<file path="src/rtl/uart_tx_fifo.sv">
// uart_tx_fifo: circular byte FIFO feeding a UART serializer that sends one bit per tx_clk edge.
// Latency: the start bit appears one edge after a write into an empty FIFO with the serializer idle.
// Backpressure: none; a write while full is dropped and recorded in the sticky overflow flag.
//
// Ports:
//   tx_clk    bit-rate clock (one rising edge per bit)   rst       async active-high reset
//   wr_en     write strobe                               wr_data   entry to enqueue
//   ovf_clr   clears overflow                            uart_txd  serial line, idles high
//   full      FIFO holds 2**DEPTH_LOG2 entries           empty     FIFO holds no entries
//   count     FIFO occupancy                             busy      serializer not in IDLE
//   overflow  sticky flag, set by a dropped write
module uart_tx_fifo #(
   parameter int DATA_BW    = 8,
   parameter int DEPTH_LOG2 = 3,
   parameter int PARITY     = 0,
   parameter int STOP_BITS  = 1
) (
   input  logic                  tx_clk,
   input  logic                  rst,
   input  logic                  wr_en,
   input  logic [DATA_BW-1:0]    wr_data,
   input  logic                  ovf_clr,
   output logic                  uart_txd,
   output logic                  full,
   output logic                  empty,
   output logic [DEPTH_LOG2:0]   count,
   output logic                  busy,
   output logic                  overflow
);

   localparam int DEPTH = 2**DEPTH_LOG2;
   localparam int IDX_W = $clog2(DATA_BW);

   typedef enum logic [1:0] {IDLE, DATA, PAR, STOP} state_e;

   state_e                  state_q, state_d;
   logic [IDX_W-1:0]        bit_idx_q, bit_idx_d;
   logic                    stop_cnt_q, stop_cnt_d;
   logic                    start_q, start_d;
   logic [DATA_BW-1:0]      shift_q, shift_d;
   logic                    txd_q, txd_d;
   logic [DEPTH_LOG2-1:0]   wr_ptr_q, wr_ptr_d;
   logic [DEPTH_LOG2-1:0]   rd_ptr_q, rd_ptr_d;
   logic [DEPTH_LOG2:0]     count_q, count_d;
   logic                    ovf_q, ovf_d;
   logic [DATA_BW-1:0]      mem_q [DEPTH];

   logic                    pop;
   logic                    wr_acc;
   logic                    last_data;
   logic                    last_stop;

   assign full      = (count_q == (DEPTH_LOG2+1)'(DEPTH));
   assign empty     = (count_q == '0);
   assign busy      = (state_q != IDLE);
   assign count     = count_q;
   assign overflow  = ovf_q;
   assign uart_txd  = txd_q;

   assign last_data = (bit_idx_q == IDX_W'(DATA_BW-1));
   assign last_stop = (stop_cnt_q == 1'(STOP_BITS-1));

   // State register (serializer and FIFO bookkeeping)
   always_ff @(posedge tx_clk or posedge rst) begin
      if (rst) begin
         state_q    <= IDLE;
         bit_idx_q  <= '0;
         stop_cnt_q <= 1'b0;
         start_q    <= 1'b0;
         shift_q    <= '0;
         txd_q      <= 1'b1;
         wr_ptr_q   <= '0;
         rd_ptr_q   <= '0;
         count_q    <= '0;
         ovf_q      <= 1'b0;
      end else begin
         state_q    <= state_d;
         bit_idx_q  <= bit_idx_d;
         stop_cnt_q <= stop_cnt_d;
         start_q    <= start_d;
         shift_q    <= shift_d;
         txd_q      <= txd_d;
         wr_ptr_q   <= wr_ptr_d;
         rd_ptr_q   <= rd_ptr_d;
         count_q    <= count_d;
         ovf_q      <= ovf_d;
      end
   end

   // Storage needs no reset: the pointers and count define what is valid.
   always_ff @(posedge tx_clk) begin
      if (wr_acc && !rst) begin
         mem_q[wr_ptr_q] <= wr_data;
      end
   end

   // Next-state logic
   always_comb begin
      state_d    = state_q;
      bit_idx_d  = bit_idx_q;
      stop_cnt_d = stop_cnt_q;
      start_d    = start_q;
      case (state_q)
         IDLE: begin
            // The start bit goes out on the popping edge itself.
            if (!empty) begin
               state_d   = DATA;
               bit_idx_d = '0;
               start_d   = 1'b0;
            end
         end
         DATA: begin
            if (start_q) begin
               start_d = 1'b0;
            end else if (last_data) begin
               state_d    = (PARITY != 0) ? PAR : STOP;
               stop_cnt_d = 1'b0;
            end else begin
               bit_idx_d = bit_idx_q + 1'b1;
            end
         end
         PAR: begin
            state_d    = STOP;
            stop_cnt_d = 1'b0;
         end
         STOP: begin
            if (!last_stop) begin
               stop_cnt_d = stop_cnt_q + 1'b1;
            end else if (!empty) begin
               // Entry popped on the final stop edge; start_q makes the next
               // DATA edge emit the start bit so frames abut without an idle bit.
               state_d   = DATA;
               bit_idx_d = '0;
               start_d   = 1'b1;
            end else begin
               state_d = IDLE;
            end
         end
         default: state_d = IDLE;
      endcase
   end

   // Output / datapath logic: line value, pop strobe, shift register load
   always_comb begin
      pop     = 1'b0;
      txd_d   = 1'b1;
      shift_d = shift_q;
      case (state_q)
         IDLE: begin
            if (!empty) begin
               pop     = 1'b1;
               shift_d = mem_q[rd_ptr_q];
               txd_d   = 1'b0;
            end
         end
         DATA:    txd_d = start_q ? 1'b0 : shift_q[bit_idx_q];
         PAR:     txd_d = (PARITY == 2) ? ~(^shift_q) : (^shift_q);
         STOP: begin
            if (last_stop && !empty) begin
               pop     = 1'b1;
               shift_d = mem_q[rd_ptr_q];
            end
         end
         default: txd_d = 1'b1;
      endcase
   end

   // FIFO pointers, occupancy and overflow flag
   always_comb begin
      wr_acc   = wr_en && !full;
      wr_ptr_d = wr_acc ? wr_ptr_q + 1'b1 : wr_ptr_q;
      rd_ptr_d = pop ? rd_ptr_q + 1'b1 : rd_ptr_q;
      case ({wr_acc, pop})
         2'b10:   count_d = count_q + 1'b1;
         2'b01:   count_d = count_q - 1'b1;
         default: count_d = count_q;
      endcase
      // A dropped write wins over a simultaneous clear.
      if (wr_en && full) begin
         ovf_d = 1'b1;
      end else if (ovf_clr) begin
         ovf_d = 1'b0;
      end else begin
         ovf_d = ovf_q;
      end
   end

endmodule

</file>
<file path="config.mk">
export PLATFORM = sky130hd
export DESIGN_NAME = uart_tx_fifo
export DESIGN_NICKNAME = d
export VERILOG_FILES = /design/src/rtl/uart_tx_fifo.sv
export SDC_FILE = /design/constraint.sdc
export NUM_CORES = 1
export LEC_CHECK = 0
export CAP_MARGIN = 10
export CORE_MARGIN = 1.5
export CORE_UTILIZATION = 42
export CTS_CLUSTER_DIAMETER = 200
export DETAILED_ROUTE_END_ITERATION = 12
export GPL_TIMING_DRIVEN = 1
export PLACE_DENSITY = 0.58
export SYNTH_ARGS = -nofsm -noshare
export SYNTH_HDL_FRONTEND = slang
export SYNTH_SLANG_ARGS = --single-unit
</file>
<file path="constraint.sdc">
create_clock -name tx_clk -period 5.7 [get_ports tx_clk]
set_clock_uncertainty 0.1 [all_clocks]
set_input_delay 0.855 -clock tx_clk [delete_from_list [all_inputs] [get_ports tx_clk]]
set_output_delay 0.855 -clock tx_clk [all_outputs]
set_load 0.01 [all_outputs]
</file>
; ---- Word-level counts from Yosys, hierarchy flattened
; Memory sizes are Yosys's and may differ from the RTL's.
; Cells that the tools add are included.
[totals]
regBits = 27
ramBits = 64
input_bits = 12
output_inout_bits = 9
memories = 1
[memory_table]
columns = memory, words, word_bits, rd, rd_clocked_by_memory_dff, wr, line_no
row1 = mem_q, 8, 8, 1, 0, 1, 46  ; logic [DATA_BW-1:0] mem_q [DEPTH];
[op_classes]
n_addsub = 6
magnitude_cmp = 1
eq_ne = 14
mux = 35
bitwise = 1
n_reduce_logical = 21
[op_table]
columns = op, n
row1 = 1-bit two-way mux, 16
row2 = 8-bit two-way mux, 2
row3 = 8-bit one-hot mux with 2 select lines, 1
row4 = 2-bit != test (second input constant), 7
row5 = 3-bit two-way mux, 4
row6 = 4-bit AND reduction, 3
row7 = 3-bit by 1-bit adder with 3-bit output (second input constant), 3
row8 = 1-bit one-hot mux with 3 select lines, 3
row9 = 3-bit one-hot mux with 3 select lines, 1
row10 = 2-bit two-way mux, 4
row11 = 2-bit one-hot mux with 4 select lines, 1
row12 = 4-bit one-hot mux with 2 select lines, 1
row13 = 2-bit nonzero test, 4
row14 = 8-bit parity, 1
row15 = 2-bit equality test (second input constant), 3
row16 = 3-bit AND reduction, 2
row17 = 3-bit nonzero test, 2
row18 = 4-bit by 1-bit adder with 4-bit output (second input constant), 1
row19 = 2-bit by 1-bit equality test with 1-bit output (second input constant), 2
row20 = 4-bit equality test (second input constant), 1
row21 = 1-bit logical AND, 4
row22 = 4-bit zero test, 1
row23 = 3-bit by 4-bit < comparator with 1-bit output (second input constant), 1
row24 = 4-bit by 1-bit subtractor with 4-bit output (second input constant), 1
row25 = other kinds (7), 9

; ---- Depth between registers and ports, before layout
[depth]
depth_word = 7
mapped_depth = 11

; ---- Worst setup path before layout
; No wires, ideal clock.
[synth_path]
path_type = input -> register
start = in rst
end = mem mem_q[3][0] (enable)
t_arrival_ns = 2.229
required_time_ns = 5.217
slack_ns = 2.987
stages = 3
path_buffers = 0
cell_sequence = inv_1 > nand3_1 > nor3_1
[synth_via]
elab_chain_len = 4
[synth_lines]
columns = element, line_no
row1 = start: declaration, 19  ; input logic rst,
row2 = 1-bit zero test, 92  ; if (wr_acc && !rst) begin
row3 = 1-bit logical AND, 92
row4 = 1-bit two-way mux, 92
row5 = 1-bit two-way mux (not written as such), 93  ; mem_q[wr_ptr_q] <= wr_data;
row6 = end: declaration, 46
; Every way passes these cells.

; ---- Worst setup path after layout
[layout_path]
start = in wr_en
end = mem mem_q[1][3] (enable)
[layout_via]
elab_chain_len = 4
[layout_lines]
columns = element, line_no
row1 = start: declaration, 20  ; input logic wr_en,
row2 = 1-bit logical AND, 170  ; wr_acc = wr_en && !full;
row3 = 1-bit logical AND, 92
row4 = 1-bit two-way mux, 92
row5 = 1-bit two-way mux (not written as such), 93
; Every way passes these cells.

==> results.sh <==
export IMPL_syn_inst=245
export IMPL_layout_drive_gt1_share_pct=15.9
export IMPL_place_ws_ns=2.27
export IMPL_clk_root_buffer_cell="clkbuf_8"
export IMPL_outcome="complete, no violations"
export IMPL_period_minus_slack_ns=3.06
export IMPL_grt_pass1_wl_um=10400
export IMPL_clkLatencyLatePin_ns=0.36
export IMPL_ys_flop_type="edfxtp_1"
export IMPL_tns_ns=0
export IMPL_ys_seq_area_share_pct=66.2
export IMPL_synth_fp_nets=269
export IMPL_slew_violations=0
export IMPL_postCtsHoldBufs=0
export IMPL_drtIter0Drc=89
export IMPL_viasPerCell=5.18
export IMPL_design_core_area_um2=8850
export IMPL_post_route_util_pct=49.9
export IMPL_antenna_found_initial=0
export IMPL_globalRouteMet1Util_pct=19.8
export IMPL_post_route_period_util_pct=53.6
export IMPL_synth_edff_count=64
export IMPL_drc=0
export IMPL_grt_use_met3_pct=3.58
export IMPL_vias=1988
export IMPL_criticalPathCategory="in -> reg"
export IMPL_arrival_ns=2.93
export IMPL_cts_max_level=3
export IMPL_ctsResizeCount=0
export IMPL_ys_warn_count=0
export IMPL_hold_violations=0
export IMPL_powerDensity_nw_per_um2=503
export IMPL_drtPass1Iterations=4
export IMPL_ios=21
export IMPL_final_net_count=295
export IMPL_grt_busiest_layer="met2"
export IMPL_fin_ws_ns=2.64
export IMPL_synth_area_um2=3890
export IMPL_clk_pin_slew_worst_paths_ns=0.09
export IMPL_cts_made_buffers=9
export IMPL_place_gp_congestion=0.730
export IMPL_die_w_um=99.2
export IMPL_maxCapViolCount=0
export IMPL_cts_setup_buffers=0
export IMPL_crit_fanout=8
export IMPL_cts_max_path_buffers=2
export IMPL_fin_cells=384
export IMPL_grt_max_degree=27
export IMPL_start_kind="input port"
export IMPL_row_count=34
export IMPL_synth_area_top_cells="edfxtp_1, dfrtp_1, mux4_2"
export IMPL_dieArea_um2=9850
export IMPL_hpwl_um=4320
export IMPL_drtAntennaViolNets=0
export IMPL_clock_sinks=90
export IMPL_fillers=770
export IMPL_slew_headroom_pct=20.5
export IMPL_area_delta_synth_final_pct=13.4
export IMPL_required_ns=5.58
export IMPL_max_freq_mhz=327
export IMPL_end_kind="flop"
export IMPL_n_antenna_cell=0
export IMPL_finalSetupViolations=0
export IMPL_cts_tree="done"
export IMPL_port_buffers=20
export IMPL_start_util_pct=43.9
export IMPL_synth_commonest_cells="edfxtp_1, dfrtp_1, nor2_1"
export IMPL_routed_wl_um=6240
export IMPL_hold_path_class="reg -> reg"
export IMPL_synth_top_area_share_pct=49.4
export IMPL_syn_area_per_cell_um2=15.9
export IMPL_gr_usage_all_layers_pct=13.9
export IMPL_worstMarginPinSlew_ns=1.18
export IMPL_overflow=0
export IMPL_placed_cells=368
export IMPL_die_h_um=99.2
export IMPL_leakage_nw=1.58
export IMPL_routedWlPerCell_um=16.2
export IMPL_post_synth_num_cell_types=42
export IMPL_grt_pass1_vias=1965
export IMPL_met2_usage_pct=20.5
export IMPL_peakVddDrop_uv=212
export IMPL_async_flop_share_pct=28.9
export IMPL_synth_seq_cells=90
export IMPL_yosys_cell_count_top_type="edfxtp_1"
export IMPL_rsz0062_at_grt="false"
export IMPL_yosys_area_top_type="edfxtp_1"
## metrics by stage
stage	power, mW	hold WS (ns)	instance area (um^2)
floorplan	1.60	0.423	3890
global placement	1.77	0.405	4190
detailed placement	1.78	0.411	4190
CTS	2.25	0.425	4410
global route	2.37	0.456	4410
finish	2.22	0.417	4410
## area by class of cell
| cell class | count | area (um^2) | area share (%) |
|---|---|---|---|
| inverter | 8 | 31.3 | 0.709 |
| multi-input combinational | 140 | 1240 | 28.0 |
| clock buffer | 9 | 124 | 2.81 |
| sequential | 90 | 2570 | 58.3 |
| timing repair buffer | 22 | 215 | 4.88 |
| tap | 108 | 135 | 3.06 |
| clock inverter | 7 | 96.3 | 2.18 |
## where the power goes
part | total (mW) | internal (mW) | switching (mW)
Combinational | 0.745 | 0.416 | 0.328
Sequential | 1.01 | 0.831 | 0.180
Clock | 0.463 | 0.217 | 0.246
## cells in the final DEF (no fill, tap or decap), drive strengths merged, types with 2 or more instances in the layout
cell,n
nor2,19
nor2b,3
buf,2
mux2i,8
nand2,15
o21ai,9
nor4bb,2
xor2,6
edfxtp,64
nand2b,2
a21oi,14
mux4,17
dfrtp,25
nor3,6
clkinv,3
clkdlybuf4s50,20
ha,12
clkbuf,9
mux2,3
inv,10
xnor2,10
## path summary, 6_finish.rpt
check	from	end	slack, ns	cells after the start
min in group asynchronous	rst	overflow	0.88	3
worst min-delay path	count[3]	count[3]	0.42	1
max in group asynchronous	rst	uart_txd	4.31	3
worst min register to register	count[3]	count[3]	0.42	1
worst max register to register	count[1]	mem_q[1][3]	2.98	4
worst max-delay path	wr_en	mem_q[1][3]	2.64	4
## state kept, by name (all words and copies together), names as in the netlist
register	flops
bit_idx_q	3
count	4
mem_q	64
overflow	1
rd_ptr_q	3
shift_q	8
start_q	1
state_q	2
uart_txd	1
wr_ptr_q	3
## layer usage
layer  routed length, um  up-vias
li1                    -      979
met1                3000      967
met2                2840       34
met3                 294        8
met4                 106        0
met5                   0        -
## critical path: stages
cell             delay, ns
clkdlybuf4s50_1       0.47
nor2b_1               0.28
clkinv_1              0.31
nor3_1                1.01
## kinds of logic (layout without fill, tap and decap cells)
family                   after synthesis  after routing  share of synthesized area, %
flip-flops                            90             90                          66.2
AND/OR/NAND/NOR                       54             54                          7.08
AO/OA/AOI/OAI                         30             30                          4.38
multiplexers                          28             28                          12.9
XOR/XNOR                              16             16                          3.60
buffers and inverters                 15             46                          2.03
adder cells (fa/ha/maj)               12             12                          3.86
No activity file was read; power rests on OpenSTA's default activity.
